==> config.mk <==
export PLATFORM = sky130hd
export DESIGN_NAME = load_store_unit
export DESIGN_NICKNAME = d
export VERILOG_FILES = /design/src/rtl/load_store_unit_pkg.sv /design/src/rtl/load_store_unit_load_formatter.sv /design/src/rtl/load_store_unit.sv
export SDC_FILE = /design/constraint.sdc
export NUM_CORES = 1
export LEC_CHECK = 0
export BUFFER_PORTS_ARGS = -buffer_cell sky130_fd_sc_hd__buf_2
export CORE_ASPECT_RATIO = 0.9
export CORE_MARGIN = 2
export CORE_UTILIZATION = 35
export DETAILED_ROUTE_END_ITERATION = 8
export HOLD_SLACK_MARGIN = 0.15
export PLACE_DENSITY = 0.6
export SKIP_LAST_GASP = 1
export SYNTH_ARGS = -nofsm -noshare
export SYNTH_HDL_FRONTEND = slang
export SYNTH_SLANG_ARGS = --single-unit
==> constraint.sdc <==
create_clock -name clk -period 2.3 [get_ports clk]
set_input_delay 0.345 -clock clk [delete_from_list [all_inputs] [get_ports clk]]
set_output_delay 0.345 -clock clk [all_outputs]
set_load 0.005 [all_outputs]
==> src/rtl/load_store_unit_pkg.sv <==
// Shared encodings for the load/store unit: funct3 access codes, FSM states, byte-enable patterns.
// Latency: n/a (constants and a pure function).
// Backpressure: n/a.
package load_store_unit_pkg;

    // Access size / sign encodings carried in funct3
    localparam logic [2:0] F3_LB  = 3'b000;
    localparam logic [2:0] F3_LH  = 3'b001;
    localparam logic [2:0] F3_LW  = 3'b010;
    localparam logic [2:0] F3_LBU = 3'b100;
    localparam logic [2:0] F3_LHU = 3'b101;

    // FSM states
    localparam logic [1:0] S_IDLE = 2'd0;
    localparam logic [1:0] S_REQ  = 2'd1;
    localparam logic [1:0] S_DONE = 2'd2;

    // Byte-enable patterns
    localparam logic [3:0] BE_BYTE0   = 4'b0001;
    localparam logic [3:0] BE_HALF_LO = 4'b0011;
    localparam logic [3:0] BE_HALF_HI = 4'b1100;
    localparam logic [3:0] BE_WORD    = 4'b1111;

    // Byte enables for an access of the given size at the given byte offset.
    // Size lives in funct3[1:0]; the sign bit does not affect lanes.
    function automatic logic [3:0] be_pattern(input logic [2:0] f3, input logic [1:0] off);
        logic [3:0] be;
        case (f3[1:0])
            2'b00:   be = BE_BYTE0 << off;
            2'b01:   be = off[1] ? BE_HALF_HI : BE_HALF_LO;
            default: be = BE_WORD;
        endcase
        return be;
    endfunction

endpackage

==> src/rtl/load_store_unit_load_formatter.sv <==
// Load formatter: picks the addressed lane from a bus word and sign/zero extends it.
// Latency: combinational.
// Backpressure: none.
module load_formatter
    import load_store_unit_pkg::*;
(
    input  logic [31:0] i_word,
    input  logic [1:0]  i_off,
    input  logic [2:0]  i_funct3,
    output logic [31:0] o_data
);

    logic [31:0] w_shift;
    logic [7:0]  w_byte;
    logic [15:0] w_half;

    // Lane select then extension according to the access type
    always_comb begin
        w_shift = i_word >> {i_off, 3'b000};
        w_byte  = w_shift[7:0];
        w_half  = i_off[1] ? i_word[31:16] : i_word[15:0];
        case (i_funct3)
            F3_LB:   o_data = {{24{w_byte[7]}}, w_byte};
            F3_LH:   o_data = {{16{w_half[15]}}, w_half};
            F3_LBU:  o_data = {24'd0, w_byte};
            F3_LHU:  o_data = {16'd0, w_half};
            default: o_data = i_word;
        endcase
    end

endmodule

==> src/rtl/load_store_unit.sv <==
// Load/store unit: aligns core loads/stores onto a req/ack data bus and formats load results.
// Latency: 2 + REQ cycles before ack (3 minimum); aborted after TIMEOUT_CYCLES REQ cycles.
// Backpressure: holds stall high from issue until the bus acks or times out.
module load_store_unit
    import load_store_unit_pkg::*;
#(
    parameter int TIMEOUT_CYCLES = 16
) (
    input  logic        clk,
    input  logic        reset,
    input  logic        mem_read,
    input  logic        mem_write,
    input  logic [2:0]  funct3,
    input  logic [31:0] addr,
    input  logic [31:0] store_data,
    output logic [31:0] read_data,
    output logic        stall,
    output logic        fault,
    output logic        bus_err,
    output logic        bus_req,
    output logic        bus_we,
    output logic [31:0] bus_addr,
    output logic [3:0]  bus_be,
    output logic [31:0] bus_wdata,
    input  logic        bus_ack,
    input  logic [31:0] bus_rdata
);

    localparam int CW = $clog2(TIMEOUT_CYCLES + 1);
    localparam logic [CW-1:0] C_LAST = CW'(TIMEOUT_CYCLES - 1);
    localparam logic [CW-1:0] C_MAX  = CW'(TIMEOUT_CYCLES);

    logic [1:0]    r_state;
    logic [CW-1:0] r_cnt;
    logic          r_bus_err;
    logic [31:0]   r_rdata;
    logic [2:0]    r_f3;
    logic [1:0]    r_off;
    logic          r_we;
    logic [31:0]   r_addr;
    logic [3:0]    r_be;
    logic [31:0]   r_wdata;

    logic          w_access;
    logic          w_f3_ok;
    logic          w_aligned;
    logic          w_start;
    logic [31:0]   w_fmt;

    // Legality and alignment of the access presented in IDLE
    always_comb begin
        w_access = mem_read | mem_write;
        if (mem_write)
            w_f3_ok = (funct3 == F3_LB) || (funct3 == F3_LH) || (funct3 == F3_LW);
        else
            w_f3_ok = (funct3 == F3_LB) || (funct3 == F3_LH) || (funct3 == F3_LW) ||
                      (funct3 == F3_LBU) || (funct3 == F3_LHU);
        case (funct3[1:0])
            2'b01:   w_aligned = ~addr[0];
            2'b10:   w_aligned = (addr[1:0] == 2'b00);
            default: w_aligned = 1'b1;
        endcase
        w_start = (r_state == S_IDLE) && w_access && w_f3_ok && w_aligned;
        fault   = (r_state == S_IDLE) && w_access && !(w_f3_ok && w_aligned);
        stall   = w_start || (r_state == S_REQ);
    end

    // FSM, timeout counter and load-data capture; a timeout forces the captured word to zero
    always_ff @(posedge clk or negedge reset) begin
        if (!reset) begin
            r_state   <= S_IDLE;
            r_cnt     <= '0;
            r_bus_err <= 1'b0;
            r_rdata   <= '0;
        end else begin
            r_bus_err <= 1'b0;
            case (r_state)
                S_IDLE: begin
                    if (w_start) begin
                        r_state <= S_REQ;
                        r_cnt   <= '0;
                    end
                end
                S_REQ: begin
                    if (r_cnt != C_MAX)
                        r_cnt <= r_cnt + 1'b1;
                    // An ack in the final allowed cycle still wins over the timeout
                    if (bus_ack) begin
                        r_rdata <= bus_rdata;
                        r_state <= S_DONE;
                    end else if (r_cnt == C_LAST) begin
                        r_rdata   <= '0;
                        r_bus_err <= 1'b1;
                        r_state   <= S_DONE;
                    end
                end
                S_DONE:  r_state <= S_IDLE;
                default: r_state <= S_IDLE;
            endcase
        end
    end

    // Bus request fields latched at issue so they stay stable for the whole REQ phase
    always_ff @(posedge clk or negedge reset) begin
        if (!reset) begin
            r_we    <= 1'b0;
            r_addr  <= '0;
            r_be    <= '0;
            r_wdata <= '0;
            r_f3    <= '0;
            r_off   <= '0;
        end else if (w_start) begin
            r_we   <= mem_write;
            r_addr <= {addr[31:2], 2'b00};
            r_be   <= be_pattern(funct3, addr[1:0]);
            r_f3   <= funct3;
            r_off  <= addr[1:0];
            case (funct3[1:0])
                2'b00:   r_wdata <= {4{store_data[7:0]}};
                2'b01:   r_wdata <= {2{store_data[15:0]}};
                default: r_wdata <= store_data;
            endcase
        end
    end

    load_formatter u_fmt (
        .i_word   (r_rdata),
        .i_off    (r_off),
        .i_funct3 (r_f3),
        .o_data   (w_fmt)
    );

    assign read_data = (r_state == S_DONE) ? w_fmt : 32'd0;
    assign bus_req   = (r_state == S_REQ);
    assign bus_err   = r_bus_err;
    assign bus_we    = r_we;
    assign bus_addr  = r_addr;
    assign bus_be    = r_be;
    assign bus_wdata = r_wdata;

endmodule
==> results of run 1 <==
[how the worst max path moves through the flow]
| stage | end | slack, ps | depth (start not counted) |
|---|---|---|---|
| floorplan | bus_wdata[10] | 370 | 9 |
| global placement | read_data[2] | 200 | 6 |
| detailed placement | read_data[31] | 140 | 4 |
| CTS | read_data[31] | -90 | 6 |
| global route | read_data[9] | -110 | 6 |
| finish | read_data[9] | -40 | 6 |
[report_power, final]
part / total [W] / internal (W) / switching, W
registers: 0.00350 / 0.00286 / 0.000637
logic: 0.00316 / 0.00172 / 0.00143
clock network: 0.00163 / 0.000789 / 0.000840
total: 0.00829 / 0.00538 / 0.00291
[critical path: stages (launching register included)]
cell	delay, ps
dfrtp_2	420
mux4_2	550
nor3b_4	180
buf_6	150
a21oi_1	140
a21oi_1	80
buf_2	130
[cell usage after synthesis, types with 4 or more instances]
library cell	count	share of area (%)
nor3_1	6	0.56
a22oi_1	8	1.1
inv_1	15	1.1
mux2_2	84	18
dfrtp_1	112	52
a21oi_1	16	1.5
nand2_1	55	3.9
nand2b_1	7	0.82
o221a_2	4	0.84
clkbuf_1	10	0.70
a31oi_1	4	0.47
ha_1	6	1.4
o21ai_0	16	1.5
nor2_1	13	0.91
nor2b_1	4	0.47
a22o_1	36	5.9
o22ai_1	8	0.94
buf_4	9	1.3
buf_2	10	0.94
[final cells by class]
class                      instances  area (µm²)  share of cell area (%)
timing repair buffer             231        1265                   17.72
clock inverter                     7       95.09                   1.332
clock buffer                       9       225.2                   3.156
multi-input combinational        298        2436                   34.13
sequential                       112        2805                   39.31
inverter                          15       60.06                  0.8415
antenna                            1       2.502                 0.03506
tap                              198       247.7                   3.471
[registers in the layout, summed over array words and instances (netlist names), 2 cells and up]
name,cells
bus_wdata,32
r_rdata,32
bus_addr,30
r_cnt,5
bus_be,4
r_f3,3
r_off,2
r_state,2
[per-layer routing]
metal / routed length, µm / vias up / part of all wire [%]
met2: 6818 / 196 / 46
met1: 6175 / 2091 / 41
met4: 320 / 0 / 2.1
li1: - / 2056 / -
met5: 0 / - / 0
met3: 1609 / 19 / 11
[placed cells by master (no fill, tap or decap), drive strengths merged]
| master | netlist | final |
|---|---|---|
| o311ai | 1 | 1 |
| nor3b | 2 | 2 |
| clkinvlp | 0 | 2 |
| mux4 | 1 | 1 |
| nor2b | 4 | 4 |
| a22oi | 8 | 8 |
| buf | 23 | 230 |
| a22o | 36 | 36 |
| a2111oi | 2 | 2 |
| clkinv | 0 | 4 |
| nand4 | 1 | 1 |
| mux2i | 2 | 2 |
| nand2b | 7 | 7 |
| inv | 15 | 16 |
| nand3b | 2 | 2 |
| o22ai | 9 | 9 |
| o21ai | 18 | 18 |
| and3 | 1 | 1 |
| mux2 | 86 | 86 |
| nor2 | 14 | 14 |
| clkbuf | 10 | 9 |
| o221a | 4 | 4 |
| a21oi | 16 | 16 |
| a32o | 3 | 3 |
| nand3 | 1 | 1 |
| dfrtp | 112 | 112 |
| and2 | 3 | 3 |
| xnor2 | 2 | 2 |
| a31oi | 4 | 4 |
| ha | 6 | 6 |
| nor3 | 6 | 6 |
| conb | 1 | 2 |
| dlygate4sd3 | 0 | 1 |
| o31ai | 1 | 1 |
| diode | 0 | 1 |
| nand2 | 55 | 55 |
| nand4bb | 1 | 1 |
[metrics by stage]
stage	instance area [µm²]	cells	TNS (ps)	hold WS [ps]	utilization (%)
detailed placement	6631	848	0	305.0	44.75
finish	7137	871	-283.7	200.3	48.16
global placement	6631	848	0	297.7	44.75
floorplan	5355	458	0	49.41	-
CTS	7037	867	-1238	181.5	47.48
global route	7134	870	-2069	179.3	48.14
[cells by family (layout without fill, tap and decap cells)]
group | after synthesis | count (layout)
AO/OA/AOI/OAI | 102 | 102
XOR/XNOR | 2 | 2
adder cells (fa/ha/maj) | 6 | 6
buffers and inverters | 48 | 262
flip-flops | 112 | 112
multiplexers | 89 | 89
other | 1 | 3
AND/OR/NAND/NOR | 97 | 97
[timing repair]
action | in CTS | in global routing
hold buffers | 1 | 0
setup endpoints to repair | 29 | 27
endpoints found under the hold margin | 26 | 0
resized for setup | 12 | 16
pin swaps | 5 | 1
setup buffers | 2 | 3
==> run_results.csv, run 1 <==
group,metric,value,unit
worst_setup_path,arrival,1990,ps
die,rows,42,
cts,clkSinkCount,112,
status,outcome,"complete, but fails checks",
global_route,grt_overflow_total,0,
worst_setup_path,ff2ff_path_depth,6,
synth,avgSynthCellArea,11.71,µm²
drt,wirelength,14920,µm
layout,drive_gt1_share,53.72,%
synth,ys_types,43,
drt,drcViolationCount,0,
place,place.gp.congestion,0.8433,
cts,tritoncts,"built",
hold_path,min_path_cells,3,
worst_setup_path,cp-start-kind,"register",
worst_setup_path,reg2reg_from,"r_cnt[0]",
layout,fin_nets,777,
synth,synth_seq_cells,112,
sta,skew,12.67,ps
cts,cts_buffer_depth,2,
drt,via_count,4362,
sta,max_freq,0.4281,GHz
drt,vias_per_cell,5.008,
sta,finalMaxSlewViolations,0,
die,start_util,36.11,%
die,die_h,121.3,µm
global_route,grt.busiest_layer,"met2",
global_route,grt_pass1_vias,4545,
drt,dr.first_iter.drc_count,150,
sta,worst_slack,-35.83,ps
pwr,p_total,0.008286,W
job,drv_cap,0,
sta,hold_viol_final,0,
synth,synth-xor-area-share,0.3273,%
cts,clock_latency,370,ps
synth,synth_edf_count,0,
die,boundaryPins,209,
worst_setup_path,reg2reg_slack,510,ps
global_route,antenna_found_initial,1,
pwr,p_leak,3.566,nW
synth,synthArstFlopShare,100.0,%
worst_setup_path,startpoint,"r_off[1]",
synth,synth-seq-area-share,52.37,%
global_route,grt_use_met1,22.67,%
global_route,grt_pass1_wl,23650,µm
drt,wire_per_inst,17.13,µm
synth,synthFlopType,"dfrtp_1",
drt,drt_pre_antenna_iters,4,
synth,synth_top_family_by_area,"multiplexers",
synth,synth_compound_area_share,14.08,%
cts,cts_buffers,9,
synth,synth_fa_ha_area_share,1.403,%
sta,finalCritPeriodShare,101.6,%
worst_setup_path,critPathKind,"reg2out",
layout,area_growth,33.36,%
synth,synthSimpleGateAreaFrac,8.347,%
sta,rsz0062_at_grt,"true",
hold_path,worstHoldPathType,"in2reg",
synth,syn_area,0.005351,mm²
cts,htreeDepth,3,
die,coreArea,0.01482,mm²
global_route,grt_max_degree,57,
worst_setup_path,required,1960,ps
global_route,grt_use_met2,30.10,%
global_route,grtUsageMet3,8.563,%
status,violations,"negative setup slack",
place,portBuffers,206,
sta,fin_crit,2336,ps
synth,syn_inst,457,
die,die_area,0.01630,mm²
pwr,p_per_area,1161,mW/mm²
pwr,peakVddDrop,0.5450,mV
hold_path,min_from,"bus_rdata[21]",
worst_setup_path,cp_max_fo,7,
cts,clkTransAtPathRegs,80,ps
place,place_ws,144.9,ps
place,dp_hpwl,11050,µm
sta,setup_violations,18,
synth,ys_warn_count,0,
worst_setup_path,end_kind,"output pin",
hold_path,min_to,"r_rdata[21]",
worst_setup_path,worstReg2RegEnd,"r_rdata[24]",
cts,cts-root-buf,"clkbuf_16",
global_route,grt_usage,18.75,%
layout,fillCellCount,1382,
synth,muxShareOfSynthArea,18.89,%
die,die_w,134.3,µm
drt,ant_nets,0,
Power figures use the tool's default switching activity.
==> inputs of run 2 (changes only) <==
--- a/config.mk
+++ b/config.mk
@@ -5,13 +5,14 @@
 export SDC_FILE = /design/constraint.sdc
 export NUM_CORES = 1
 export LEC_CHECK = 0
+export ABC_AREA = 1
 export BUFFER_PORTS_ARGS = -buffer_cell sky130_fd_sc_hd__buf_2
 export CORE_ASPECT_RATIO = 0.9
 export CORE_MARGIN = 2
 export CORE_UTILIZATION = 35
 export DETAILED_ROUTE_END_ITERATION = 8
 export HOLD_SLACK_MARGIN = 0.15
-export PLACE_DENSITY = 0.6
+export PLACE_DENSITY = 0.59
 export SKIP_LAST_GASP = 1
 export SYNTH_ARGS = -nofsm -noshare
 export SYNTH_HDL_FRONTEND = slang
==> run 2 against run 1 <==
The flow now finishes without violations. Design area is 1.5% higher. Count of clock-buffer cells in the layout is 2 higher. First-iteration DRC count is 120% higher. Critical path depth is 1 lower. Core utilization is 2.9 points lower. Sequential share of layout area is 0.61 points lower. Global-route usage is 0.70 points higher.
==> run_results.csv, run 2 <==
group,metric,value,unit
drt,wire_per_inst,14.87,µm
synth,ys_warn_count,0,
pwr,p_per_area,1073,mW/mm²
worst_setup_path,worstPathCellList,"buf_4 -> o21ai_0 -> nor3_1 -> nor3_1 -> buf_2",
pwr,p_leak,3.952,nW
place,dp_cells,1086,
sta,tns,0,ps
drt,wirelength,16440,µm
layout,final_cells,1106,
pwr,power_frac_comb,37.3,%
drt,vias_per_cell,4.769,
worst_setup_path,arrival,1920,ps
die,start_util,35.48,%
layout,layout_commonest_cell,"buf_2",
global_route,antenna_found_initial,2,
worst_setup_path,slowest_stage,"dfrtp_2",
synth,yosys.area.top_type_share,49.31,%
worst_setup_path,end_kind,"output pin",
die,die_h,124.9,µm
synth,synthFlopType,"dfrtp_1",
drt,ant_nets,0,
cts,htreeDepth,3,
sta,setup_violations,0,
job,drv_cap,0,
cts,clkTransAtPathRegs,80,ps
synth,synth-seq-area-share,49.31,%
pwr,pwr-share-clk,20.1,%
die,boundaryPins,209,
worst_setup_path,required,1960,ps
cts,cts_buffer_depth,2,
sta,worst_slew_pin_slew,510.2,ps
place,place_area,0.006879,mm²
drt,dr.first_iter.drc_count,330,
global_route,grt_max_degree,70,
cts,cts_buffers,9,
worst_setup_path,cp_max_fo,26,
sta,slew_headroom,65.90,%
synth,synthArstFlopShare,100.0,%
synth,synth_edf_count,0,
synth,syn_inst,695,
place,place.gp.congestion,0.8373,
place,dp_hpwl,12080,µm
sta,skew,7.875,ps
layout,final_core_util,45.23,%
layout,fillCellCount,1623,
synth,syn_area,0.005684,mm²
status,outcome,"finished clean",
synth,synth_seq_cells,112,
sta,finalMaxSlewViolations,0,
cts,cts-root-buf,"clkbuf_16",
sta,hold_viol_final,0,
pwr,p_total,0.007774,W
layout,area_growth,27.47,%
drt,drcViolationCount,0,
layout,final_cell_area,0.007246,mm²
global_route,grt_pass1_vias,5312,
drt,via_count,5274,
global_route,grt_pass1_wl,27190,µm
sta,rsz0062_at_grt,"true",
pwr,p_sw_share,38.77,%
die,die_area,0.01728,mm²
worst_setup_path,cp-start-kind,"register",
pwr,power.switching,0.003014,W
sta,max_freq,0.4419,GHz
layout,drive_gt1_share,33.70,%
synth,synthTopCellsByCount,"nand2_1 (196), dfrtp_1 (112), nor2_1 (56)",
global_route,grt_overflow_total,0,
synth,synthTopCellsByArea,"dfrtp_1 (49%), nand2_1 (13%), o21ai_0 (4.7%)",
die,coreArea,0.01602,mm²
pwr,p_seq_share,42.6,%
pwr,peakVddDrop,0.4240,mV
place,portBuffers,206,
layout,final_cell_mix,"buf_2 (205), nand2_1 (194), dfrtp_1 (111)",
layout,diodes,0,
worst_setup_path,max_stage_delay,440,ps
drt,drt_pre_antenna_iters,5,
cts,tritoncts,"built",
synth,ys_types,31,
hold_path,worstHoldPathType,"in2reg",
die,die_w,138.3,µm
pwr,p_int,0.004760,W
worst_setup_path,cpMostUsedCell,"nor3_1",
cts,clock_latency,360,ps
global_route,grt_usage,19.46,%
sta,fin_crit,2263,ps
worst_setup_path,critPathKind,"reg2out",
synth,synth_area_leader_cell,"dfrtp_1",
layout,fin_nets,1004,
cts,clkSinkCount,112,
sta,finalCritPeriodShare,98.40,%
die,rows,44,
synth,yosysMostFrequentCell,"nand2_1",
synth,avgSynthCellArea,8.179,µm²
run 2: cell count changes in the layout (fill, tap and decap cells not counted), sizes merged, moves of 46 or more:
cell | previous run | this run
inv | 16 | 62
mux2 | 86 | 0
nand2 | 55 | 212
nand3 | 1 | 50
nor2 | 14 | 61
o21ai | 18 | 90
run 2: cells by family (layout without fill, tap and decap cells):
logic type	Yosys count	after routing	synth area share (%)
simple gates	329	330	24.59
compound gates	144	144	15.01
flops	112	112	49.31
buf+inv	98	300	8.849
fa+ha+maj	6	6	1.321
mux	4	4	0.7044
other cells	1	2	0.06597
xor+xnor	1	1	0.1541
run 2: worst paths after layout:
kind                               startpoint  slack, ps       endpoint  cells after the start
worst max-delay path                 r_off[1]         40   read_data[0]                      5
worst min-delay path                 addr[12]        180   bus_addr[12]                      3
worst max register to register       r_cnt[0]        510    r_rdata[14]                      7
worst min register to register  bus_wdata[21]        480  bus_wdata[21]                      2
max in group asynchronous               reset       1250   bus_addr[15]                      3
min in group asynchronous               reset        440  bus_wdata[29]                      2
run 2: per-layer routing:
metal,wire (µm),share of wire (%),GRT usage (%),vias to the layer above
met1,7416,45,26.09,2425
met5,13,0.079,0,-
met4,211,1.3,4.322,2
li1,-,-,-,2633
met3,1455,8.8,7.074,16
met2,7345,45,30.37,198
run 2: layout make-up:
type	count	area, µm²	area share (%)
Sequential cell	112	2804	38.70
Clock buffer	11	242.7	3.350
Inverter	59	224.0	3.091
Timing Repair Buffer	225	1229	16.96
Tap cell	207	259.0	3.575
Clock inverter	5	47.55	0.6562
Multi-Input combinational cell	487	2440	33.67
run 2: timing repair:
action | CTS | global route
pin swaps | 0 | 2
cloned | 0 | 1
endpoints found under the hold margin | 21 | 0
setup endpoints to repair | 2 | 35
buffers inserted | 0 | 2
gates resized for setup | 1 | 18
hold buffers | 1 | 0
run 2: worst max-delay path: cells and delay by family, from the launching register on:
family	cells	cell delay (ps)
compound gates	1	300
flops	1	440
buf+inv	2	420
simple gates	2	410
run 2: power groups by stage:
| stage | Clock (W) | Sequential, W | Combinational (W) |
|---|---|---|---|
| after floorplan | 0 | 0.00327 | 0.00170 |
| after global placement | 0 | 0.00334 | 0.00280 |
| after detailed placement | 0 | 0.00332 | 0.00286 |
| after CTS | 0.00163 | 0.00332 | 0.00286 |
| after global routing | 0.00170 | 0.00342 | 0.00332 |
| final | 0.00156 | 0.00331 | 0.00290 |
run 2: metrics by stage:
| step | hold slack, ps | setup WS, ps |
|---|---|---|
| after floorplan | 49.41 | 507.8 |
| after global placement | 284.8 | 221.7 |
| after detailed placement | 285.5 | 184.5 |
| after CTS | 158.3 | 51.36 |
| after global routing | 170.2 | -14.00 |
| final | 176.8 | 36.79 |
